==> src/rtl/mtm_alu_deserializer_pkg.sv <==
// Shared types for the MTM ALU serial receiver: opcodes, frame types, error flags, CRC4.
// The CRC helper is only referenced when MTM_DESER_CRC_CHECK_EN is defined.
package mtm_alu_pkg;

    typedef enum logic [2:0] {
        OP_AND = 3'b000,
        OP_OR  = 3'b001,
        OP_ADD = 3'b100,
        OP_SUB = 3'b101
    } operation_t;

    localparam logic FRAME_DATA = 1'b0;
    localparam logic FRAME_CMD  = 1'b1;

    localparam int DATA_FRAMES_DEF = 8;

    typedef struct packed {
        logic data;
        logic crc;
        logic op;
    } err_flags_t;

    function automatic logic op_legal(input logic [2:0] op);
        case (op)
            OP_AND, OP_OR, OP_ADD, OP_SUB: return 1'b1;
            default:                       return 1'b0;
        endcase
    endfunction

    // Serial CRC4, polynomial x^4+x+1, init 0, message consumed MSB first.
    function automatic logic [3:0] crc4_68(input logic [67:0] msg);
        logic [3:0] c;
        logic       fb;
        c = 4'h0;
        for (int i = 67; i >= 0; i--) begin
            fb = c[3] ^ msg[i];
            c  = {c[2:0], 1'b0} ^ {2'b00, fb, fb};
        end
        return c;
    endfunction

endpackage

==> src/rtl/mtm_alu_deserializer_if.sv <==
// Decoded-request handshake between the serial receiver (master) and the ALU core (slave).
interface mtm_alu_deserializer_if;

    logic        out_valid;
    logic        out_ready;
    logic [31:0] a;
    logic [31:0] b;
    logic [2:0]  op;
    logic        err_data;
    logic        err_crc;
    logic        err_op;
    logic        overrun;

    modport master (
        output out_valid, a, b, op, err_data, err_crc, err_op, overrun,
        input  out_ready
    );

    modport slave (
        input  out_valid, a, b, op, err_data, err_crc, err_op, overrun,
        output out_ready
    );

endinterface

==> src/rtl/mtm_alu_deserializer_frame_rx.sv <==
// 11-bit frame receiver: start, type, 8 data bits MSB first, stop.
//  state | meaning
//  IDLE  | line idle, waiting for a 0 start bit
//  TYPE  | sampling the type bit (0 data, 1 cmd)
//  DATA  | shifting in d[7]..d[0]
//  STOP  | sampling stop bit; 1 emits the frame, 0 flags a framing error
//  FLUSH | after a bad stop bit, wait for the line to return high
module mtm_frame_rx
    import mtm_alu_pkg::*;
(
    input  logic       clk,
    input  logic       rst_n,
    input  logic       sin,
    output logic       frame_valid,
    output logic       frame_type,
    output logic [7:0] frame_byte,
    output logic       frame_err
);

    localparam logic [2:0] S_IDLE  = 3'd0;
    localparam logic [2:0] S_TYPE  = 3'd1;
    localparam logic [2:0] S_DATA  = 3'd2;
    localparam logic [2:0] S_STOP  = 3'd3;
    localparam logic [2:0] S_FLUSH = 3'd4;

    logic [2:0] state_q, state_d;
    logic [2:0] bit_cnt_q, bit_cnt_d;
    logic       type_q, type_d;
    logic [7:0] byte_q, byte_d;

    always_comb begin
        state_d   = state_q;
        bit_cnt_d = bit_cnt_q;
        type_d    = type_q;
        byte_d    = byte_q;
        case (state_q)
            S_IDLE: begin
                if (!sin) state_d = S_TYPE;
            end
            S_TYPE: begin
                type_d    = sin;
                bit_cnt_d = 3'd0;
                state_d   = S_DATA;
            end
            S_DATA: begin
                byte_d    = {byte_q[6:0], sin};
                bit_cnt_d = bit_cnt_q + 3'd1;
                if (bit_cnt_q == 3'd7) state_d = S_STOP;
            end
            S_STOP: begin
                state_d = sin ? S_IDLE : S_FLUSH;
            end
            S_FLUSH: begin
                if (sin) state_d = S_IDLE;
            end
            default: state_d = S_IDLE;
        endcase
    end

    always_ff @(posedge clk or negedge rst_n) begin
        if (!rst_n) begin
            state_q   <= S_IDLE;
            bit_cnt_q <= 3'd0;
            type_q    <= FRAME_DATA;
            byte_q    <= 8'h00;
        end else begin
            state_q   <= state_d;
            bit_cnt_q <= bit_cnt_d;
            type_q    <= type_d;
            byte_q    <= byte_d;
        end
    end

    // Frame results are combinational in STOP so the packet stage can register them on the stop-bit edge.
    assign frame_valid = (state_q == S_STOP) && sin;
    assign frame_err   = (state_q == S_STOP) && !sin;
    assign frame_type  = type_q;
    assign frame_byte  = byte_q;

endmodule

==> src/rtl/mtm_alu_deserializer.sv <==
// MTM ALU serial receiver: packet assembly, length/CRC/opcode checks and output register.
// Define MTM_DESER_CRC_CHECK_EN to build the CRC checker; otherwise err_crc is tied low.
module mtm_alu_deserializer
    import mtm_alu_pkg::*;
#(
    parameter int DATA_FRAMES = DATA_FRAMES_DEF
) (
    input  logic                  clk,
    input  logic                  rst_n,
    input  logic                  sin,
    mtm_alu_deserializer_if.master out_if
);

    localparam int               CNT_W    = $clog2(DATA_FRAMES + 2);
    localparam logic [CNT_W-1:0] CNT_FULL = CNT_W'(DATA_FRAMES);
    localparam logic [CNT_W-1:0] CNT_SAT  = CNT_W'(DATA_FRAMES + 1);

    logic       frame_valid;
    logic       frame_type;
    logic [7:0] frame_byte;
    logic       frame_err;

    mtm_frame_rx u_frame_rx (
        .clk         (clk),
        .rst_n       (rst_n),
        .sin         (sin),
        .frame_valid (frame_valid),
        .frame_type  (frame_type),
        .frame_byte  (frame_byte),
        .frame_err   (frame_err)
    );

    logic [CNT_W-1:0] cnt_q, cnt_d;
    logic             ferr_q, ferr_d;
    logic [63:0]      sh_q, sh_d;

    always_comb begin
        cnt_d  = cnt_q;
        ferr_d = ferr_q;
        sh_d   = sh_q;
        if (frame_err) ferr_d = 1'b1;
        if (frame_valid) begin
            if (frame_type == FRAME_DATA) begin
                sh_d = {sh_q[55:0], frame_byte};
                if (cnt_q != CNT_SAT) cnt_d = cnt_q + 1'b1;
            end else begin
                cnt_d  = '0;
                ferr_d = 1'b0;
            end
        end
    end

    // Decode of the packet closed by the current cmd frame: B in the upper word, A below.
    logic [31:0] a_rx, b_rx;
    logic [2:0]  op_rx;
    err_flags_t  err_rx;
    logic        any_err;

    assign b_rx  = sh_q[63:32];
    assign a_rx  = sh_q[31:0];
    assign op_rx = frame_byte[6:4];

`ifdef MTM_DESER_CRC_CHECK_EN
    logic [3:0] crc_calc;
    assign crc_calc = crc4_68({b_rx, a_rx, 1'b1, op_rx});
`endif

    always_comb begin
        err_rx.data = (cnt_q != CNT_FULL) || ferr_q;
`ifdef MTM_DESER_CRC_CHECK_EN
        err_rx.crc  = !err_rx.data && (frame_byte[3:0] != crc_calc);
`else
        err_rx.crc  = 1'b0;
`endif
        err_rx.op   = !err_rx.data && !err_rx.crc && !op_legal(op_rx);
    end

    assign any_err = err_rx.data | err_rx.crc | err_rx.op;

    logic        pkt_done, load;
    logic        valid_q, ovr_q;
    logic [31:0] a_q, b_q;
    logic [2:0]  op_q;
    err_flags_t  err_q;

    assign pkt_done = frame_valid && (frame_type == FRAME_CMD);
    assign load     = pkt_done && (!valid_q || out_if.out_ready);

    always_ff @(posedge clk or negedge rst_n) begin
        if (!rst_n) begin
            cnt_q   <= '0;
            ferr_q  <= 1'b0;
            sh_q    <= '0;
            valid_q <= 1'b0;
            ovr_q   <= 1'b0;
            a_q     <= '0;
            b_q     <= '0;
            op_q    <= '0;
            err_q   <= '0;
        end else begin
            cnt_q  <= cnt_d;
            ferr_q <= ferr_d;
            sh_q   <= sh_d;
            if (load) begin
                valid_q <= 1'b1;
                a_q     <= any_err ? 32'h0 : a_rx;
                b_q     <= any_err ? 32'h0 : b_rx;
                op_q    <= any_err ? 3'b000 : op_rx;
                err_q   <= err_rx;
            end else if (valid_q && out_if.out_ready) begin
                valid_q <= 1'b0;
            end
            // Packet completed while the previous result is still held: dropped.
            if (pkt_done && !load) ovr_q <= 1'b1;
        end
    end

    assign out_if.out_valid = valid_q;
    assign out_if.a         = a_q;
    assign out_if.b         = b_q;
    assign out_if.op        = op_q;
    assign out_if.err_data  = err_q.data;
    assign out_if.err_crc   = err_q.crc;
    assign out_if.err_op    = err_q.op;
    assign out_if.overrun   = ovr_q;

endmodule

==> src/flat_wrapper.sv <==
// flat-port wrapper written by rule: the top's interface ports become plain ports
module mtm_alu_deserializer_flat import mtm_alu_pkg::*;
#(
    parameter int DATA_FRAMES = DATA_FRAMES_DEF
)
  (clk, rst_n, sin, out_if_out_valid, out_if_a, out_if_b, out_if_op, out_if_err_data, out_if_err_crc, out_if_err_op, out_if_overrun, out_if_out_ready);
  mtm_alu_deserializer_if out_if_i ();
  input  logic clk;
  input  logic rst_n;
  input  logic sin;
  output wire logic [$bits(out_if_i.out_valid)-1:0] out_if_out_valid;
  output wire logic [$bits(out_if_i.a)-1:0] out_if_a;
  output wire logic [$bits(out_if_i.b)-1:0] out_if_b;
  output wire logic [$bits(out_if_i.op)-1:0] out_if_op;
  output wire logic [$bits(out_if_i.err_data)-1:0] out_if_err_data;
  output wire logic [$bits(out_if_i.err_crc)-1:0] out_if_err_crc;
  output wire logic [$bits(out_if_i.err_op)-1:0] out_if_err_op;
  output wire logic [$bits(out_if_i.overrun)-1:0] out_if_overrun;
  input wire logic [$bits(out_if_i.out_ready)-1:0] out_if_out_ready;
  assign out_if_out_valid = out_if_i.out_valid;
  assign out_if_a = out_if_i.a;
  assign out_if_b = out_if_i.b;
  assign out_if_op = out_if_i.op;
  assign out_if_err_data = out_if_i.err_data;
  assign out_if_err_crc = out_if_i.err_crc;
  assign out_if_err_op = out_if_i.err_op;
  assign out_if_overrun = out_if_i.overrun;
  assign out_if_i.out_ready = out_if_out_ready;
  mtm_alu_deserializer #(.DATA_FRAMES(DATA_FRAMES)) u_core (.clk(clk), .rst_n(rst_n), .sin(sin), .out_if(out_if_i));
endmodule
==> config.mk <==
export PLATFORM = sky130hd
export DESIGN_NAME = mtm_alu_deserializer_flat
export DESIGN_NICKNAME = d
export VERILOG_FILES = /design/src/rtl/mtm_alu_deserializer_pkg.sv /design/src/rtl/mtm_alu_deserializer_if.sv /design/src/rtl/mtm_alu_deserializer_frame_rx.sv /design/src/rtl/mtm_alu_deserializer.sv /design/src/flat_wrapper.sv
export SDC_FILE = /design/constraint.sdc
export NUM_CORES = 1
export LEC_CHECK = 0
export ABC_CLOCK_PERIOD_IN_PS = 1710
export CAP_MARGIN = 5
export CORE_MARGIN = 5
export CORE_UTILIZATION = 50
export CTS_BUF_LIST = sky130_fd_sc_hd__clkbuf_4 sky130_fd_sc_hd__clkbuf_8
export CTS_CLUSTER_DIAMETER = 30
export DETAILED_ROUTE_END_ITERATION = 12
export GPL_ROUTABILITY_DRIVEN = 0
export PLACE_DENSITY = 0.74
export SLEW_MARGIN = 0
export SYNTH_ARGS = -nofsm -noshare
export SYNTH_HDL_FRONTEND = slang
export SYNTH_SLANG_ARGS = --single-unit
==> constraint.sdc <==
create_clock -name clk -period 1.71 [get_ports clk]
set_input_delay 0.171 -clock clk [delete_from_list [all_inputs] [get_ports clk]]
set_output_delay 0.171 -clock clk [all_outputs]
set_load 0.005 [all_outputs]
# Word level (Yosys, flattened, before mapping)

Index checks and enable logic that the tools add are counted.
Widths: inputs -> output; s select.

Bits of input ports: 4
Memories kept: 0
Output and inout bits: 72
Bits in read-only memories: 0
Memory bits (writable): 0
Flip-flop bits (word level): 155
Bits in latches: 0

Order comparisons: 0
Add/subtract/negate cells: 2
Eq/ne operators: 13
Div/mod/pow operators: 0
Bitwise logic cells: 2
Muxes and demuxes: 17
Reductions and logical operators: 23
Shift operators: 0
Multipliers: 0

Operators by type and width:

| kind                | count |
|---|---|
| $mux 32             | 2 |
| $mux 3              | 5 |
| $pmux 3 s5          | 1 |
| $eq 3x3->1 const B  | 4 |
| $mux 4              | 2 |
| $ne 4x4->1 const B  | 2 |
| $logic_and 1x1->1   | 7 |
| $eq 3x1->1 const B  | 2 |
| $eq 3x2->1 const B  | 2 |
| $logic_not 3->1     | 2 |
| $mux 1              | 6 |
| $ne 2x2->1 const B  | 3 |
| $pmux 3 s2          | 1 |
| $reduce_bool 2->1   | 3 |
| $logic_not 1->1     | 5 |
| $add 4x1->4 const B | 1 |
| $reduce_and 2->1    | 2 |
| $reduce_or 4->1     | 1 |
| $add 3x1->3 const B | 1 |
| $reduce_and 3->1    | 1 |
| $logic_or 1x1->1    | 2 |
| $not 1->1           | 1 |
| $or 1x1->1          | 1 |

# Longest topological paths before layout

Depth after elaboration: 7
Mapped depth: 8
Gate-level depth less buffers: 5

# Cells and area by module

Synthesis repeated with hierarchy kept, for this count alone.

Cells, all modules: 466
Area, all modules: 6580.1 um^2

By module, submodules not included:

| module               | cells each | times used | area an instance (um^2) | sequential area each (um^2) |
|---|---|---|---|---|
| mtm_alu_deserializer | 414        | 1          | 5879.4                  | 3503.4 |
| mtm_frame_rx         | 52         | 1          | 700.7                   | 375.4 |

# Least setup slack after synthesis

OpenSTA, ideal clock, no wires.

Path kind: flip-flop to flip-flop
From: reg u_core.u_frame_rx.state_q[0]
To: reg u_core.a_q[3], in the netlist u_core.out_if.a[3]
Cell stages (with the launch flop): 9
Arrival time: 1.516 ns
Data required time: 1.590 ns
Clock period less this slack: 1.636 ns
Library setup time: 0.120 ns
Setup slack: 0.074 ns
Buffers on the path: 5
Cell sequence: dfrtp_1 buf_2 and4b_1 buf_6 and3_1 clkbuf_2 buf_6 buf_6 a31o_1

Longest elaborated chain between the ends: 4

Ends and longest elaborated chain:

| item                   | RTL line                            | text |
|---|---|---|
| start, declared        | mtm_alu_deserializer_frame_rx.sv:26 | `logic [2:0] state_q, state_d;` |
| start signal, assigned | mtm_alu_deserializer_frame_rx.sv:67 | `state_q <= state_d;` |
| $eq 3x2->1             | mtm_alu_deserializer_frame_rx.sv:75 | `assign frame_valid = (state_q == S_STOP) && sin;` |
| $logic_and 1x1->1      | mtm_alu_deserializer_frame_rx.sv:75 |  |
| $logic_and 1x1->1      | mtm_alu_deserializer.sv:86          | `assign pkt_done = frame_valid && (frame_type == FRAME_CMD);` |
| $logic_and 1x1->1      | mtm_alu_deserializer.sv:87          | `assign load = pkt_done && (!valid_q \|\| out_if.out_ready);` |
| end signal, assigned   | mtm_alu_deserializer.sv:106         | `a_q <= any_err ? 32'h0 : a_rx;` |
| end, declared          | mtm_alu_deserializer.sv:82          | `logic [31:0] a_q, b_q;` |

Every way passes these cells.
A chain may end at the register's enable or synchronous reset.

# Worst setup path after layout

From: reg u_core.u_frame_rx.state_q[2]
To: reg u_core.sh_q[23]

Longest elaborated chain between the ends: 3

Ends and longest elaborated chain:

| item                       | RTL line                            | text |
|---|---|---|
| $eq 3x2->1                 | mtm_alu_deserializer_frame_rx.sv:75 |  |
| $logic_and 1x1->1          | mtm_alu_deserializer_frame_rx.sv:75 |  |
| $reduce_and 2->1 (no line) | --                                  |  |
| end signal, assigned       | mtm_alu_deserializer.sv:93          | `sh_q <= '0;` |
| end signal, assigned       | mtm_alu_deserializer.sv:103         | `sh_q <= sh_d;` |
| end, declared              | mtm_alu_deserializer.sv:35          | `logic [63:0] sh_q, sh_d;` |

Every way passes these cells.

==> flow_summary.toml <==
[sta]
setup_viol = 0
fin_skew_ns = 0.0111
min_period_ns = 1.59
rsz0062_at_grt = "no"
whs_ns = 0.222
period_share = 0.930
finalHoldViolations = 0
fin_tns_setup_ns = 0
fmax_mhz = 629
slew_violations = 0

[pwr]
p_per_area_mw_per_mm2 = 1740
p_leak_nw = 3.78
peakVddDrop_v = 0.000999

[critical_path]
crit_arrival_ns = 1.91
critPathLaunchType = "register"
endpoint_kind = "register"
worstPathRequired_ns = 2.03
critPathMaxFanout = 40
path_class = "reg -> reg"

[synth]
yosysWarnings = 0
syn_area_mm2 = 0.00657
synthDistinctLibCells = 37
synth_edf_count = 0
avgSynthCellArea_um2 = 12.3
ys_seq_elements = 155
async_flop_share = 1.00
synth-main-ff-cell = "dfrtp_1"
synthCells = 534
ys_seq_area_frac = 0.590
synth_nets = 543

[job]
drv_cap = 0

[grt]
grtUsageTotal = 0.194
grt_max_degree = 72
antenna_found_initial = 0
grt_pass1_vias = 4501
overflow = 0
grt_pass1_wl_um = 24400

[clock_network]
h-tree-depth = 4
clkTransAtPathRegs_ns = 0.08
clock-root-buffer = "clkbuf_8"
clk_latency_ns = 0.45
clockBufferDepth = 2
cts_buffers = 17
clock-sinks = 155
cts_tree = "yes"

[cells_and_area]
area_growth_pct = 22.4
layout_common_cells = "154 x dfrtp_1, 73 x clkdlybuf4s50_1, 71 x inv_1"
drive_gt1_frac = 0.299
fin_nets = 612
final_common_cell = "dfrtp_1"
diodes = 0

[routing]
wire_per_inst_um = 18.8
route.detailed.drc = 0
dr.pass1.iters = 4
drt-total-wl_um = 14800
drtAntennaViolNets = 0
routed_via_density = 5.64
routed-via-count = 4440
drt_iter0_markers = 390

[die]
die_w_um = 125
io_pins = 76
die_area_mm2 = 0.0155
initial_utilization = 0.514
rows = 41
dieHeight_um = 125
coreArea_mm2 = 0.0128

[outcome]
status = "completed"

[placement]
dpl.hpwl_um = 9210
port_buffers = 74

[hold_path]
hp-class = "in -> async"
==> power by group <==
| group | switching [W] | leakage (nW) | internal, W |
|---|---|---|---|
| clock network | 0.00132 | 0.191 | 0.00133 |
| logic | 0.00225 | 1.60 | 0.00321 |
| registers | 0.000938 | 1.98 | 0.00492 |
| total | 0.00451 | 3.78 | 0.00947 |
==> worst max-delay path, stage by stage (launching register included) <==
cell and delay, ns:
dfrtp_1 0.39, nand4b_1 0.26, nor2_4 0.19, buf_12 0.24
mux2_2 0.37
==> routing by layer <==
layer  GRT usage  vias to the layer above  part of all wire
li1            -                     2038                 -
met1       0.265                     2250              0.44
met2       0.301                      125              0.48
met3      0.0506                       27             0.058
met4      0.0716                        0             0.020
met5           0                        -                 0
==> stage by stage <==
step                 util  instances  area [um2]  total power (W)  setup WS [ns]
detailed placement  0.593        752        7580           0.0113         -0.108
CTS                 0.624        784        7970           0.0140         0.0528
global placement    0.593        752        7580           0.0110        -0.0922
finish              0.629        787        8040           0.0140          0.119
floorplan               -        534        6570          0.00852         0.0743
global route        0.629        787        8040           0.0148         0.0265
==> logic make-up after synthesis <==
group	Yosys count	share of synthesized area
adder cells (fa/ha/maj)	5	0.00952
AO/OA/AOI/OAI	147	0.166
multiplexers	74	0.127
buffers and inverters	120	0.0783
flip-flops	155	0.590
AND/OR/NAND/NOR	31	0.0270
other	1	0.000571
XOR/XNOR	1	0.00133
==> state kept, by name, summed over array words and instances, names as in the netlist <==
| signal | cells |
|---|---|
| u_core.cnt_q | 4 |
| u_core.ferr_q | 1 |
| u_core.out_if.a | 32 |
| u_core.out_if.b | 32 |
| u_core.out_if.err_data | 1 |
| u_core.out_if.err_op | 1 |
| u_core.out_if.op | 3 |
| u_core.out_if.out_valid | 1 |
| u_core.out_if.overrun | 1 |
| u_core.sh_q | 64 |
| u_core.u_frame_rx.bit_cnt_q | 3 |
| u_core.u_frame_rx.frame_byte | 8 |
| u_core.u_frame_rx.frame_type | 1 |
| u_core.u_frame_rx.state_q | 3 |
==> path summary, 6_finish.rpt <==
kind                                         startpoint                           end  slack, ns  depth (start not counted)
setup reg to reg           u_core.u_frame_rx.state_q[2]               u_core.sh_q[23]       0.12                          4
min in group clk                                    sin  u_core.u_frame_rx.state_q[2]       0.44                          3
hold / removal                                    rst_n           u_core.out_if.b[29]       0.22                          2
max in group asynchronous                         rst_n           u_core.out_if.a[20]       0.86                          3
setup / recovery           u_core.u_frame_rx.state_q[2]               u_core.sh_q[23]       0.12                          4
hold reg to reg                   u_core.out_if.overrun         u_core.out_if.overrun       0.48                          1
==> cells in the mapped netlist (3+ instances only) <==
| library cell | n | share of area |
|---|---|---|
| ha_1 | 5 | 0.0095 |
| dfrtp_1 | 155 | 0.59 |
| inv_1 | 71 | 0.041 |
| buf_4 | 7 | 0.0080 |
| nor2_1 | 7 | 0.0040 |
| o21ai_0 | 6 | 0.0046 |
| mux2_2 | 65 | 0.11 |
| a31oi_1 | 66 | 0.063 |
| a31o_1 | 10 | 0.013 |
| buf_2 | 11 | 0.0084 |
| buf_6 | 3 | 0.0051 |
| nand2_1 | 7 | 0.0040 |
| a31o_2 | 56 | 0.075 |
| mux2_1 | 9 | 0.015 |
| clkbuf_1 | 27 | 0.015 |
==> layout make-up <==
class                      count  area, um2
multi-input combinational    259       2210
fill                         970       4730
timing repair buffer          99       1090
sequential                   155       3880
clock inverter                12        125
tap                          172        215
inverter                      71        267
clock buffer                  19        255
==> timing repair <==
item | 4_1_cts | 5_1_grt
hold endpoints to repair | 43 | 0
buffers inserted | 0 | 1
hold buffers | 1 | 0
setup endpoints to repair | 0 | 38
gates resized for setup | 0 | 1
No activity file was read; power rests on OpenSTA's default activity.
